### config.mk
export PLATFORM = sky130hd
export DESIGN_NAME = instruction_sequencer_flat
export DESIGN_NICKNAME = d
export VERILOG_FILES = /design/src/rtl/instr_pkg.sv /design/src/rtl/instruction_sequencer_if.sv /design/src/rtl/step_timer.sv /design/src/rtl/instruction_sequencer.sv /design/src/flat_wrapper.sv
export SDC_FILE = /design/constraint.sdc
export NUM_CORES = 1
export LEC_CHECK = 0
export CAP_MARGIN = 20
export CORE_ASPECT_RATIO = 0.6
export CORE_MARGIN = 2
export CORE_UTILIZATION = 46
export CTS_BUF_LIST = sky130_fd_sc_hd__clkbuf_4 sky130_fd_sc_hd__clkbuf_8
export DETAILED_ROUTE_END_ITERATION = 10
export GPL_TIMING_DRIVEN = 0
export PLACE_DENSITY = 0.65
export SYNTH_ARGS = -nofsm -noshare
export SYNTH_HDL_FRONTEND = slang
export SYNTH_SLANG_ARGS = --single-unit
export TNS_END_PERCENT = 50
### constraint.sdc
create_clock -name CLOCK_50 -period 2.7 [get_ports CLOCK_50]
set_clock_uncertainty 0.2 [all_clocks]
set_input_delay 0.54 -clock CLOCK_50 [delete_from_list [all_inputs] [get_ports CLOCK_50]]
set_output_delay 0.54 -clock CLOCK_50 [all_outputs]
set_load 0.01 [all_outputs]
### src/rtl/instr_pkg.sv
// instr_pkg: shared instruction, direction and sequencer state types
package instr_pkg;
  typedef enum logic [1:0] {DIR_FWD, DIR_REV, DIR_LEFT, DIR_RIGHT} dir_t;
  typedef struct packed {
    logic [1:0] torque;
    dir_t       dir;
  } instr_t;
  typedef enum logic [1:0] {IDLE, HOLD, DONE} state_t;
endpackage

### src/rtl/instruction_sequencer_if.sv
// instruction_sequencer_if: strobes + instr_in from the controller (master), drive/status outputs from the sequencer (slave)
interface instruction_sequencer_if #(parameter int DEPTH = 8);
  localparam int AW = $clog2(DEPTH);
  logic          save;
  logic          execute;
  logic          clear;
  logic          delete;
  logic [3:0]    instr_in;
  logic          drive_en;
  logic [1:0]    drive_dir;
  logic [1:0]    drive_torque;
  logic [AW-1:0] step_idx;
  logic [AW:0]   count;
  logic          busy;
  logic          full;
  logic          empty;
  logic          done;
  modport master (
    output save, execute, clear, delete, instr_in,
    input  drive_en, drive_dir, drive_torque, step_idx, count, busy, full, empty, done
  );
  modport slave (
    input  save, execute, clear, delete, instr_in,
    output drive_en, drive_dir, drive_torque, step_idx, count, busy, full, empty, done
  );
endinterface

### src/rtl/step_timer.sv
// step_timer: counts 0..STEP_CYCLES-1 while en, clr/rst zero it, tc marks the last cycle of a step (ports clk, rst, clr, en, tc)
module step_timer #(
  parameter int STEP_CYCLES = 50_000_000
) (
  input  logic clk,
  input  logic rst,
  input  logic clr,
  input  logic en,
  output logic tc
);
  localparam int TW = STEP_CYCLES > 1 ? $clog2(STEP_CYCLES) : 1;
  localparam logic [TW-1:0] LAST = TW'(STEP_CYCLES - 1);
  logic [TW-1:0] cnt;
  assign tc = en && cnt == LAST;
  always_ff @(posedge clk)
    if (rst || clr) cnt <= '0;
    else if (en) cnt <= tc ? '0 : cnt + 1'b1;
endmodule

### src/rtl/instruction_sequencer.sv
// instruction_sequencer: records up to DEPTH instructions and replays each for STEP_CYCLES (ports CLOCK_50, reset, bus slave)
module instruction_sequencer
  import instr_pkg::*;
#(
  parameter int DEPTH       = 8,
  parameter int STEP_CYCLES = 50_000_000
) (
  input logic                     CLOCK_50,
  input logic                     reset,
  instruction_sequencer_if.slave  bus
);
  localparam int AW = $clog2(DEPTH);
  instr_t        mem [DEPTH];
  state_t        state;
  logic [AW:0]   count;
  logic [AW-1:0] step;
  logic          en_q, busy_q, done_q, tc, last;
  logic [1:0]    dir_q, tq_q;
  assign last = ({1'b0, step} + 1'b1) == count;
  step_timer #(.STEP_CYCLES(STEP_CYCLES)) u_timer (
    .clk (CLOCK_50),
    .rst (reset),
    .clr (bus.clear || state != HOLD),
    .en  (state == HOLD),
    .tc  (tc)
  );
  always_ff @(posedge CLOCK_50) begin
    if (reset) begin
      state  <= IDLE;
      count  <= '0;
      step   <= '0;
      en_q   <= 1'b0;
      dir_q  <= '0;
      tq_q   <= '0;
      busy_q <= 1'b0;
      done_q <= 1'b0;
    end else begin
      done_q <= 1'b0;
      if (bus.clear) begin
        state  <= IDLE;
        count  <= '0;
        step   <= '0;
        en_q   <= 1'b0;
        dir_q  <= '0;
        tq_q   <= '0;
        busy_q <= 1'b0;
      end else begin
        case (state)
          IDLE:
            if (bus.execute && count != '0) begin
              state         <= HOLD;
              step          <= '0;
              en_q          <= 1'b1;
              {tq_q, dir_q} <= mem[0];
              busy_q        <= 1'b1;
            end else if (bus.save && !bus.full) begin
              mem[count[AW-1:0]] <= instr_t'(bus.instr_in);
              count              <= count + 1'b1;
            end else if (bus.delete && count != '0) begin
              count <= count - 1'b1;
            end
          HOLD:
            if (tc) begin
              if (last) begin
                state  <= DONE;
                en_q   <= 1'b0;
                dir_q  <= '0;
                tq_q   <= '0;
                done_q <= 1'b1;
              end else begin
                step          <= step + 1'b1;
                {tq_q, dir_q} <= mem[step + 1'b1];
              end
            end
          DONE: begin
            state  <= IDLE;
            busy_q <= 1'b0;
            step   <= '0;
          end
          default: state <= IDLE;
        endcase
      end
    end
  end
  assign bus.drive_en     = en_q;
  assign bus.drive_dir    = dir_q;
  assign bus.drive_torque = tq_q;
  assign bus.step_idx     = step;
  assign bus.count        = count;
  assign bus.busy         = busy_q;
  assign bus.done         = done_q;
  assign bus.full         = count == (AW+1)'(DEPTH);
  assign bus.empty        = count == '0;
endmodule

### src/flat_wrapper.sv
// flat-port wrapper written by rule: the top's interface ports become plain ports
module instruction_sequencer_flat import instr_pkg::*;
#(
  parameter int DEPTH       = 8,
  parameter int STEP_CYCLES = 50_000_000
)
  (CLOCK_50, reset, bus_save, bus_execute, bus_clear, bus_delete, bus_instr_in, bus_drive_en, bus_drive_dir, bus_drive_torque, bus_step_idx, bus_count, bus_busy, bus_full, bus_empty, bus_done);
  instruction_sequencer_if #(.DEPTH(DEPTH)) bus_i ();
  input logic CLOCK_50;
  input logic reset;
  input wire logic [$bits(bus_i.save)-1:0] bus_save;
  input wire logic [$bits(bus_i.execute)-1:0] bus_execute;
  input wire logic [$bits(bus_i.clear)-1:0] bus_clear;
  input wire logic [$bits(bus_i.delete)-1:0] bus_delete;
  input wire logic [$bits(bus_i.instr_in)-1:0] bus_instr_in;
  output wire logic [$bits(bus_i.drive_en)-1:0] bus_drive_en;
  output wire logic [$bits(bus_i.drive_dir)-1:0] bus_drive_dir;
  output wire logic [$bits(bus_i.drive_torque)-1:0] bus_drive_torque;
  output wire logic [$bits(bus_i.step_idx)-1:0] bus_step_idx;
  output wire logic [$bits(bus_i.count)-1:0] bus_count;
  output wire logic [$bits(bus_i.busy)-1:0] bus_busy;
  output wire logic [$bits(bus_i.full)-1:0] bus_full;
  output wire logic [$bits(bus_i.empty)-1:0] bus_empty;
  output wire logic [$bits(bus_i.done)-1:0] bus_done;
  assign bus_i.save = bus_save;
  assign bus_i.execute = bus_execute;
  assign bus_i.clear = bus_clear;
  assign bus_i.delete = bus_delete;
  assign bus_i.instr_in = bus_instr_in;
  assign bus_drive_en = bus_i.drive_en;
  assign bus_drive_dir = bus_i.drive_dir;
  assign bus_drive_torque = bus_i.drive_torque;
  assign bus_step_idx = bus_i.step_idx;
  assign bus_count = bus_i.count;
  assign bus_busy = bus_i.busy;
  assign bus_full = bus_i.full;
  assign bus_empty = bus_i.empty;
  assign bus_done = bus_i.done;
  instruction_sequencer #(.DEPTH(DEPTH), .STEP_CYCLES(STEP_CYCLES)) u_core (.CLOCK_50(CLOCK_50), .reset(reset), .bus(bus_i));
endmodule
==> impl_metrics.ini, run 1 <==
[logic_synthesis]
yosys.area.top_type = edfxtp_1
synth_top_area_share_pct = 27.32
synthTopCellsByArea = edfxtp_1 (27%), dfxtp_1 (24%), xor2_1 (4.2%)
synth_cells = 327
synth_fp_nets = 342
ys_types = 52
syn_avg_cell_area_sq_um = 10.76
syn-cell-area_sq_um = 3517
synthFlopType = dfxtp_1
seq_area_frac_synth_pct = 51.23
yosysWarnings = 0
synth.ff_latch_count = 74
synth-edff-count = 32
async_flop_share_pct = 0

[layout]
final_cell_mix = dfxtp_1 (42), nor2_1 (39), edfxtp_1 (32), clkdlybuf4s50_1 (25), nand2_1 (18)
num-fill-cells = 668
nets = 378
layout_commonest_cell = dfxtp_1
drive_gt1_share_pct = 13.04
final_util_pct = 55.96
area_growth_pct = 16.58
antenna_cells = 0

[setup_path]
timing.rr.end = u_core.mem[4][1]$_DFFE_PP_
critPathArrivalTime_ns = 1.84
critPathCaptureType = output port
cp-start-kind = flip-flop
cp_max_fo = 9
crit_end = bus_empty
path_class = flip-flop to output port
startpoint = u_core.bus.count[0]$_SDFFE_PP0P_
worstReg2RegStart = u_core.bus.count[2]$_SDFFE_PP0P_
critPathRequiredTime_ns = 1.96
regToRegSetupSlack_ns = 0.14
reg2reg_depth = 5

[floorplan]
num_io_pins = 26
coreArea_sq_um = 7327
die_area_sq_um = 8384
start_util_pct = 48.00
fp.dieH_microns = 71.73
die_w_microns = 116.9
rows = 24

[timing]
max_freq_mhz = 387.6
slew_headroom_pct = 54.28
setup_viol = 0
hold_viol_final = 0
rsz0062_at_grt = yes
maxSlewViolCount = 0
setup_tns_ns = 0
period_needed_ns = 2.580
worstMarginPinSlew_ns = 0.6833
fin_crit_sh_pct = 95.55

[routing]
post_drt_via_cell_ratio = 5.498
dr_total_vias = 2595
drtAntennaViolNets = 0
first_pass_iters = 5
drt-total-wl_mm = 7.678
drt-wirelength-per-cell_microns = 16.27
drt_iter0_markers = 212
drcViolationCount = 0

[clock_tree]
cts_tree = done
ctsLongestPathBuffers = 2
clk_pin_slew_worst_paths_ns = 0.08
cts_max_level = 3
clkLatencyLatePin_ns = 0.35
cts_buffers = 9
hold_buffers = 0
cts.sinks = 74
cts-root-buf = clkbuf_8

[global_route]
grt-ovfl-total = 0
grt_use_total_pct = 19.27
grt_pass1_wl_mm = 12.14
grt_max_degree = 15
grt_pass1_vias = 2339
antenna_found_initial = 0

[placement]
place_hpwl_mm = 5.600
place.gp.congestion = 0.8545
port_buffers = 25

[pwr]
p_leak_uw = 0.001368
power_uw = 2223
ir_worst_vdd_uv = 338.2
powerDensity_nw_per_um2 = 542.1

[job]
max_cap_viol_count = 0

[outcome]
run_status = finished clean

[hold_path]
hold_class = flip-flop to flip-flop
## state kept, by name, indices dropped and copies added, names as in the netlist
name / flops
u_core.bus.drive_torque: 2
u_core.state: 2
u_core.bus.count: 4
u_core.mem: 32
u_core.bus.drive_en: 1
u_core.bus.step_idx: 3
u_core.u_timer.cnt: 26
u_core.bus.busy: 1
u_core.bus.drive_dir: 2
u_core.bus.done: 1
## logic make-up (layout without fill, tap and decap cells)
| logic type | after synthesis | count (layout) | share of synthesized area, % |
|---|---|---|---|
| xor gates and xnor gates | 31 | 31 | 7.720 |
| muxes | 12 | 12 | 4.127 |
| DFF | 74 | 74 | 51.23 |
| adders and majority gates | 5 | 5 | 1.992 |
| AOI/OAI and AO/OA | 38 | 38 | 9.107 |
| and+or+nand+nor | 142 | 142 | 22.38 |
| buffers and inverters | 25 | 66 | 3.451 |
## how the worst min path moves through the flow
stage                                             startpoint                                 end  slack, ns  cells after the start
after global placement    u_core.u_timer.cnt[0]$_SDFFE_PP0N_  u_core.u_timer.cnt[0]$_SDFFE_PP0N_       0.23                      1
after global routing      u_core.u_timer.cnt[0]$_SDFFE_PP0N_  u_core.u_timer.cnt[0]$_SDFFE_PP0N_       0.29                      1
after floorplan           u_core.u_timer.cnt[0]$_SDFFE_PP0N_  u_core.u_timer.cnt[0]$_SDFFE_PP0N_       0.21                      1
after CTS                 u_core.u_timer.cnt[0]$_SDFFE_PP0N_  u_core.u_timer.cnt[0]$_SDFFE_PP0N_       0.25                      1
after detailed placement  u_core.u_timer.cnt[0]$_SDFFE_PP0N_  u_core.u_timer.cnt[0]$_SDFFE_PP0N_       0.24                      1
final                     u_core.u_timer.cnt[0]$_SDFFE_PP0N_  u_core.u_timer.cnt[0]$_SDFFE_PP0N_       0.24                      1
## Yosys cell counts (2+ instances only)
library cell / instances
a2111oi_0: 6
a21o_1: 2
a21oi_1: 6
a31oi_1: 10
and2_1: 2
and3_1: 6
and3b_1: 2
and4_1: 4
buf_2: 10
buf_4: 2
clkbuf_1: 4
dfxtp_1: 42
edfxtp_1: 32
ha_1: 4
inv_1: 7
mux2i_1: 10
mux4_2: 2
nand2_1: 18
nand2_2: 2
nand2b_1: 6
nand3_1: 8
nand3_2: 2
nand4_1: 16
nor2_1: 39
nor2b_1: 9
nor3_1: 9
nor3b_1: 3
nor4_1: 5
nor4bb_1: 2
o21ai_0: 4
o41ai_4: 2
or3_1: 2
xnor2_1: 14
xor2_1: 17
## critical path: stages, from the launching register on
cell and delay (ns):
dfxtp_1 0.34, buf_2 0.21, nor4_1 0.34, clkdlybuf4s50_1 0.60
## repair_timing
item                                    in CTS  in global routing
setup buffers                                0                  0
endpoints found under the setup margin      12                 13
resized for setup                            4                  1
cloned                                       0                  0
## per-stage QoR
step	area (sq um)	hold slack [ns]	worst slack, ns	std cells
final	4100	0.2425	0.1202	472
after global routing	4100	0.2902	-0.04782	472
after floorplan	3517	0.2121	0.2369	327
after detailed placement	3897	0.2384	-0.3917	456
after CTS	4094	0.2494	0.08933	472
after global placement	3897	0.2261	-0.3398	456
## layout make-up
class / count / area (sq um) / area share, %
flip-flops and latches: 74 / 1802 / 43.94
clock inverters: 7 / 52.55 / 1.282
repair buffers: 25 / 250.2 / 6.103
plain buffers: 18 / 95.09 / 2.319
multi-input cells: 228 / 1620 / 39.52
well taps: 104 / 130.1 / 3.174
clock buffers: 9 / 123.9 / 3.021
inverters: 7 / 26.28 / 0.6408
## power breakdown
part           switching [uW]  internal (uW)
clock                     434            337
combinational             134            115
sequential               18.5           1180
## per-layer routing
| metal | global-route usage, % | up-vias | routed length [microns] |
|---|---|---|---|
| met5 | 0 | - | 0 |
| met3 | 5.415 | 9 | 623 |
| li1 | - | 1268 | - |
| met2 | 24.15 | 89 | 2915 |
| met4 | 6.013 | 0 | 78 |
| met1 | 31.22 | 1229 | 4060 |
No activity file was read; power rests on OpenSTA's default activity.
==> inputs of run 2 (changes only) <==
Settings changed: PLACE_DENSITY 0.65 to unset, PLACE_DENSITY_LB_ADDON set to 0.12.
==> run 2 against run 1 <==
Net effect: critical path depth stayed put; clock power is 4.3% higher; die area stayed put; sequential power hardly changed; combinational power is 3% higher; utilization is 0.22 points higher; final cell count stayed put; register-to-register slack worse by 0.07 ns; first-iteration DRC count is 24% higher; maximum frequency is 3.0% lower.
==> impl_metrics.ini, run 2 (synthesized netlist as in run 1, its figures left out) <==
[pwr]
seqPwrFrac_pct = 53.1
netSwitchingFraction_pct = 27.33
ir_worst_vdd_uv = 337.5
pwr-share-comb_pct = 11.3
power.switching_uw = 619.2
p_clk_share_pct = 35.5
intPower_uw = 1646
p_leak_uw = 0.001374
powerDensity_nw_per_um2 = 550.4

[layout]
largest_register_ffs = 32
multi_input_area_sq_um = 1629
nets = 378
seq_area_sq_um = 1802
drive_gt1_share_pct = 13.32
area_growth_pct = 17.04
final_cell_mix = dfxtp_1 (42), nor2_1 (39), edfxtp_1 (32), clkdlybuf4s50_1 (25), nand2_1 (18)
layout_commonest_cell = dfxtp_1
num-fill-cells = 681
antenna_cells = 0

[clock_tree]
cts_buffers = 9
clkLatencyLatePin_ns = 0.36
cts.sinks = 74
ctsLongestPathBuffers = 2
cts_tree = done
clk_pin_slew_worst_paths_ns = 0.08
cts-root-buf = clkbuf_8
hold_buffers = 0
cts_max_level = 3

[routing]
dr_total_vias = 2645
drcViolationCount = 0
drt-wirelength-per-cell_microns = 16.78
drtAntennaViolNets = 0
drt-total-wl_mm = 7.922
post_drt_via_cell_ratio = 5.604
first_pass_iters = 5
drt_iter0_markers = 262

[setup_path]
critPathCaptureType = output port
reg2reg_depth = 6
critPathSlowestCell = clkdlybuf4s50_1
critPathRequiredTime_ns = 1.96
critical_path.max_stage_delay_ns = 0.62
path_class = flip-flop to output port
crit_chain = buf_2 -> nor4_1 -> clkdlybuf4s50_1
cp-start-kind = flip-flop
path_depth = 3
crit_family = buffers and inverters
path_buf_inv = 2
cp_max_fo = 9
critPathArrivalTime_ns = 1.92

[timing]
maxSlewViolCount = 0
slew_headroom_pct = 56.28
hold_viol_final = 0
period_needed_ns = 2.660
worstMarginPinSlew_ns = 0.6511
setup_viol = 0
rsz0062_at_grt = yes
setup_tns_ns = 0
fin_crit_sh_pct = 98.53
max_freq_mhz = 375.9
fin_ws_ns = 0.03967

[global_route]
grt_pass1_vias = 2412
grt_pass1_wl_mm = 12.58
grt_max_degree = 16
antenna_found_initial = 0
grt_use_total_pct = 20.29
grt-ovfl-total = 0

[floorplan]
coreArea_sq_um = 7327
fp.dieH_microns = 71.73
rows = 24
start_util_pct = 48.00
die_w_microns = 116.9
die_area_sq_um = 8384
num_io_pins = 26

[placement]
place.gp.congestion = 0.8208
pre_cts_ws_ns = -0.4371
port_buffers = 25
place_hpwl_mm = 5.715

[hold_path]
holdPathStages = 1
hold_class = flip-flop to flip-flop

[outcome]
run_status = finished clean

[job]
max_cap_viol_count = 0
[run 2: path summary, 6_finish.rpt]
| check | slack [ns] | to | start |
|---|---|---|---|
| hold / removal | 0.27 | u_core.u_timer.cnt[0]$_SDFFE_PP0N_ | u_core.u_timer.cnt[0]$_SDFFE_PP0N_ |
| setup / recovery | 0.04 | bus_empty | u_core.bus.count[0]$_SDFFE_PP0P_ |
| hold reg to reg | 0.27 | u_core.u_timer.cnt[0]$_SDFFE_PP0N_ | u_core.u_timer.cnt[0]$_SDFFE_PP0N_ |
| setup reg to reg | 0.07 | u_core.mem[3][3]$_DFFE_PP_ | u_core.bus.count[2]$_SDFFE_PP0P_ |
[run 2: per-stage QoR]
| step | utilization [%] | instance area, sq um | instances | total power [uW] | hold slack (ns) |
|---|---|---|---|---|---|
| 6_report | 56.18 | 4116 | 472 | 2266 | 0.2668 |
| 3_5_place_dp | 53.19 | 3897 | 456 | 1474 | 0.2414 |
| 3_3_place_gp | 53.19 | 3897 | 456 | 1470 | 0.2267 |
| 2_1_floorplan | - | 3517 | 327 | 1380 | 0.2121 |
| 5_1_grt | 56.18 | 4116 | 472 | 2366 | 0.2759 |
| 4_1_cts | 55.91 | 4096 | 472 | 2282 | 0.2620 |
[run 2: layer usage]
layer  part of all wire (%)  vias up  track usage, %
li1                       -     1274               -
met1                     53     1272           31.99
met2                     39       92           26.08
met3                    6.9        7           7.107
met4                   0.87        0           5.098
met5                      0        -               0
[run 2: layout make-up]
class / count / area share (%)
flip-flops and latches: 74 / 43.77
multi-input cells: 228 / 39.57
repair buffers: 25 / 6.079
well taps: 104 / 3.161
clock buffers: 9 / 3.009
plain buffers: 18 / 2.310
clock inverters: 7 / 1.459
inverters: 7 / 0.6383
[run 2: what timing repair did]
action / 4_1_cts / 5_1_grt
setup endpoints to repair: 12 / 13
setup buffers: 0 / 0
hold endpoints to repair: 0 / 0
resized for setup: 3 / 3
[run 2: worst register-to-register path: stages, from the launching register on]
cell	delay, ns
dfxtp_1	0.39
buf_2	0.25
o41ai_4	0.42
nand2_2	0.18
nor3_1	0.21
nand2_1	0.18
nor3b_2	0.46
[run 2: power groups by stage]
stage	clock network [uW]	logic (uW)	registers (uW)
after floorplan	0	149	1230
after global placement	0	241	1230
after detailed placement	0	245	1230
after CTS	832	247	1200
after global routing	881	279	1210
final	805	257	1200
==> inputs of run 3 (changes only) <==
Clock period 2.7 ns to 2.85 ns, I/O delays scaled along.
==> run 3 against run 2 <==
Net effect: die area unchanged; total power is 5.5% lower; non-clock buffer count unchanged; global-route usage about the same; clock power shrank 5.0%; via count shrank 1.6%; wire length shrank 0.73%; critical endpoint is now u_core.mem[5][0]$_DFFE_PP_; highest routed layer unchanged; cell area is 0.61% lower.
==> impl_metrics.ini, run 3 (synthesized netlist as in run 1, its figures left out) <==
[setup_path]
timing.rr.end = u_core.mem[5][0]$_DFFE_PP_
cp-start-kind = flip-flop
regToRegSetupSlack_ns = 0.11
path_class = flip-flop to flip-flop
cp_max_fo = 10
critPathRequiredTime_ns = 2.64
critPathCaptureType = flip-flop
worstReg2RegStart = u_core.bus.count[2]$_SDFFE_PP0P_
critPathArrivalTime_ns = 2.54
reg2reg_depth = 6

[routing]
drt-total-wl_mm = 7.864
dr_total_vias = 2603
first_pass_iters = 5
post_drt_via_cell_ratio = 5.515
drt-wirelength-per-cell_microns = 16.66
drcViolationCount = 0
drtAntennaViolNets = 0
drt_iter0_markers = 296

[layout]
largest_register_ffs = 32
antenna_cells = 0
drive_gt1_share_pct = 12.77
nets = 378
final_cell_mix = dfxtp_1 (42), nor2_1 (39), edfxtp_1 (32), clkdlybuf4s50_1 (25), nand2_1 (18)
final_area_sq_um = 4091
layout_commonest_cell = dfxtp_1
final_util_pct = 55.84
area_growth_pct = 16.33

[global_route]
grt_use_total_pct = 20.25
grt_pass1_wl_mm = 12.57
grt-ovfl-total = 0
antenna_found_initial = 0
grt_max_degree = 16
grt_pass1_vias = 2414

[placement]
dpl_cell_area_sq_um = 3897
port_buffers = 25
place_hpwl_mm = 5.715
place.gp.congestion = 0.8208
pre_cts_ws_ns = -0.3171

[clock_tree]
cts_max_level = 3
ctsLongestPathBuffers = 2
cts.sinks = 74
cts_buffers = 9
clk_pin_slew_worst_paths_ns = 0.08
cts-root-buf = clkbuf_8
post_cts_buffers = 0
clkLatencyLatePin_ns = 0.36
cts_tree = done

[hold_path]
hold_start = u_core.u_timer.cnt[0]$_SDFFE_PP0N_
min_to = u_core.u_timer.cnt[0]$_SDFFE_PP0N_
hold_class = flip-flop to flip-flop
holdPathStages = 1

[floorplan]
coreArea_sq_um = 7327
rows = 24
die_w_microns = 116.9
die_area_sq_um = 8384
num_io_pins = 26
fp.dieH_microns = 71.73
start_util_pct = 48.00

[pwr]
powerDensity_nw_per_um2 = 523.2
p_leak_uw = 0.001370
ir_worst_vdd_uv = 322.3

[timing]
rsz0062_at_grt = yes
fin_ws_ns = 0.1082
worstMarginPinSlew_ns = 0.6963
period_needed_ns = 2.742
setup_viol = 0
hold_viol_final = 0
maxSlewViolCount = 0
fin_crit_sh_pct = 96.20
max_freq_mhz = 364.7
setup_tns_ns = 0
slew_headroom_pct = 53.48

[job]
max_cap_viol_count = 0

[outcome]
run_status = finished clean
## run 3: changes by cell type in the layout (fill, tap and decap cells not counted)
| cell | change |
|---|---|
| nor3_1 | +1 |
| nor3_2 | -1 |
| nor3b_1 | +1 |
| nor3b_4 | -1 |
| nor4_2 | +1 |
| nor4_4 | -1 |
## run 3: what timing repair did
action | in CTS | in global routing
gates resized for setup | 0 | 2
endpoints found under the setup margin | 0 | 16
hold buffers | 0 | 0
hold endpoints to repair | 0 | 0
## run 3: worst max path at each step
stage	to	cells after the start	slack, ns	start
after floorplan	u_core.bus.count[3]$_SDFFE_PP0P_	9	0.39	u_core.bus.count[0]$_SDFFE_PP0P_
after CTS	u_core.mem[0][2]$_DFFE_PP_	5	0.006	u_core.bus.count[2]$_SDFFE_PP0P_
after global placement	u_core.mem[0][0]$_DFFE_PP_	5	-0.30	bus_clear
final	u_core.mem[5][0]$_DFFE_PP_	6	0.11	u_core.bus.count[2]$_SDFFE_PP0P_
after detailed placement	u_core.mem[0][0]$_DFFE_PP_	5	-0.32	bus_clear
after global routing	u_core.mem[5][0]$_DFFE_PP_	6	-0.09	u_core.bus.count[2]$_SDFFE_PP0P_
## run 3: cell type report
class / instances / area, sq um
inverters: 7 / 26.28
clock buffers: 9 / 123.9
flip-flops and latches: 74 / 1802
well taps: 104 / 130.1
fillers: 683 / 3236
clock inverters: 7 / 60.06
multi-input cells: 228 / 1604
plain buffers: 18 / 95.09
repair buffers: 25 / 250.2
## run 3: report_power, final
group / leakage, uW / internal (uW) / switching (uW)
clock network: 0.0000844 / 329 / 436
registers: 0.000627 / 1120 / 18.5
logic: 0.000659 / 108 / 128
total: 0.00137 / 1560 / 582
## run 3: stage by stage
stage	std cells	hold slack, ns	total power (uW)
global route	472	0.2759	2234
floorplan	327	0.2121	1307
finish	472	0.2668	2140
CTS	472	0.2620	2161
detailed placement	456	0.2414	1397
global placement	456	0.2267	1393
## run 3: critical path, stage by stage (launching register included)
cell     delay [ns]
dfxtp_1        0.39
buf_2          0.24
o41ai_4        0.41
nand2_2        0.15
nor3_1         0.19
nand2_1        0.16
nor3b_1        0.63
## run 3: routing by layer
metal  track usage, %  wire (microns)
met1            31.94            4241
met2            26.01            2995
met3            7.107             547
met4            5.098              79
met5                0               0
==> RTL edit, RTL diff (settings of run 1) <==
`DEPTH` is set to 8 in 3 places; all go to 4.
--- a/src/rtl/instruction_sequencer_if.sv
+++ b/src/rtl/instruction_sequencer_if.sv
@@ -1,5 +1,5 @@
 // instruction_sequencer_if: strobes + instr_in from the controller (master), drive/status outputs from the sequencer (slave)
-interface instruction_sequencer_if #(parameter int DEPTH = 8);
+interface instruction_sequencer_if #(parameter int DEPTH = 4);
   localparam int AW = $clog2(DEPTH);
   logic          save;
   logic          execute;
--- a/src/rtl/instruction_sequencer.sv
+++ b/src/rtl/instruction_sequencer.sv
@@ -2,7 +2,7 @@
 module instruction_sequencer
   import instr_pkg::*;
 #(
-  parameter int DEPTH       = 8,
+  parameter int DEPTH       = 4,
   parameter int STEP_CYCLES = 50_000_000
 ) (
   input logic                     CLOCK_50,
--- a/src/flat_wrapper.sv
+++ b/src/flat_wrapper.sv
@@ -1,7 +1,7 @@
 // flat-port wrapper written by rule: the top's interface ports become plain ports
 module instruction_sequencer_flat import instr_pkg::*;
 #(
-  parameter int DEPTH       = 8,
+  parameter int DEPTH       = 4,
   parameter int STEP_CYCLES = 50_000_000
 )
   (CLOCK_50, reset, bus_save, bus_execute, bus_clear, bus_delete, bus_instr_in, bus_drive_en, bus_drive_dir, bus_drive_torque, bus_step_idx, bus_count, bus_busy, bus_full, bus_empty, bus_done);
Interface: changed (resized bus_count and bus_step_idx); port bits go from 26 to 24. The function was not compared with the original's and may differ.
==> RTL edit against run 1 <==
Wire length down 32%. Synthesized area down 28%. Total power down 32%. Via count down 28%. First-iteration DRC count down 46%. Largest power group unchanged. Clock power down 37%. Largest cell class unchanged. Sequential cell count down 18. Worst setup slack better by 0.029 ns. Design area down 27%.
==> RTL edit: results (changes against run 1) <==
Setup path
  • RR Startpoint: u_core.u_timer.cnt[12]
  • Crit-path slowest cell: or4_1
  • Crit path max fanout: 10 (+1)
  • Crit path max-delay family: simple AND/OR/NAND/NOR gates
  • Worst R2R Path Depth: 7 (+2)
  • Critical Path AT: 2.55 ns (+0.71 ns)
  • Max stage delay on crit path: 0.54 ns (-0.06 ns)

STA
  • Hold WS: 0.279 ns (+0.0367 ns)
  • Relative slew slack: 60.2% (+6.0 points)

Place
  • Placer Congestion: 0.810 (-5.2%)
  • DP Worst Slack: -0.414 ns (-0.0222 ns)
  • Port Buffers: 23 (-8.0%)
  • Post-DP HPWL: 3830 um (-32%)

GRT
  • Met3 Usage GRT: 4.31% (-1.1 points)
  • Initial antenna violation count: 0 (unchanged)
  • Vias in the first global route: 1726 (-26%)
  • Total GRT Usage: 18.4% (-0.85 points)
  • GR Layer Usage met1: 28.6% (-2.6 points)
  • Maximum number of pins on one net before global-route repair: 20 (+5)
  • First-pass GRT wire length: 8650 um (-29%)
  • GRT met2 Usage: 25.7% (+1.5 points)

Outcome
  • Status: finished clean

Logic synthesis
  • Synthesized net count: 264 (-23%)
  • Compound-Gate Fraction of Synth Area: 7.67% (-1.4 points)
  • Synth unique cells: 45 (-13%)
  • Post-synthesis mux area share: 3.93% (-0.20 points)
  • EDFF count, synth: 16 (-50%)
  • XOR/XNOR Fraction of Synth Area: 9.29% (+1.6 points)
  • Post-synth top cells: dfxtp_1, nor2_1, xnor2_1, edfxtp_1, a21oi_1
  • Synth top area cells: dfxtp_1, edfxtp_1, xnor2_1
  • Sequential cell area fraction in the yosys report: 50.3% (-0.91 points)

Layout
  • Top reg by flops: u_core.u_timer.cnt
  • Nets: 294 (-22%)
  • Layout fillers: 464 (-31%)
  • Layout cells sized above 1: 11.3% (-1.7 points)
  • Max FFs per register: 26 (-19%)

Detailed routing
  • DR iter-0 viols: 114 (-46%)
  • Drt via density: 5.40 (-1.8%)

Clock network
  • Inserted Clock Buffers: 5 (-4)
  • Clk pin slew, worst setup/hold paths: 0.11 ns (+0.03 ns)
  • Clock latency on the worst-skew pair: 0.31 ns (-0.04 ns)
  • Htree depth: 2 (-1)

Power and ir drop
  • Maximum VDD drop: 230 uV (-32%)
  • Clock share of power: 32.0% (-2.7 points)
  • Net Sw Power: 385 uW (-34%)
-- RTL edit: cell count changes in the layout (fill, tap and decap cells not counted), sizes merged, moves of 8 or more --
cell	change
mux2i	-9
nand4	-11
buf	-9
nand2	-11
edfxtp	-16
a31oi	-9
nor2b	-8
-- RTL edit: worst max path at each step --
| stage | end | slack (ns) | cells after the start | startpoint |
|---|---|---|---|---|
| after floorplan | u_core.mem[0][0] | 0.33 | 5 | u_core.bus.count[0] |
| after global placement | u_core.mem[0][2] | -0.37 | 5 | bus_clear |
| after detailed placement | u_core.mem[0][2] | -0.41 | 5 | bus_clear |
| after CTS | u_core.mem[0][2] | 0.04 | 5 | u_core.bus.count[1] |
| after global routing | u_core.u_timer.cnt[12] | 0.02 | 7 | u_core.u_timer.cnt[12] |
| final | u_core.u_timer.cnt[3] | 0.15 | 7 | u_core.u_timer.cnt[12] |
-- RTL edit: through the flow --
step                cells  total power, mW
global route          348             1.58
detailed placement    340             1.05
finish                348             1.52
CTS                   348             1.53
floorplan             251            0.986
global placement      340             1.05
-- RTL edit: per-layer routing --
layer / wire (um) / up-vias
li1: - / 971
met1: 3040 / 874
met2: 1950 / 28
met3: 177 / 5
met4: 36 / 0
met5: 0 / -
-- RTL edit: repair_timing --
item	in CTS	in global routing
buffers inserted	0	0
resized for setup	3	5
endpoints found under the hold margin	0	0
endpoints found under the setup margin	8	31
-- RTL edit: final cells by class --
| cell class | instances | area share [%] |
|---|---|---|
| sequential | 56 | 42.9 |
| multi-input combinational | 179 | 41.0 |
| inverter | 6 | 0.755 |
| clock inverter | 3 | 0.881 |
| tap | 66 | 2.77 |
| timing repair buffer | 23 | 7.71 |
| clock buffer | 5 | 2.31 |
| buffer | 10 | 1.59 |
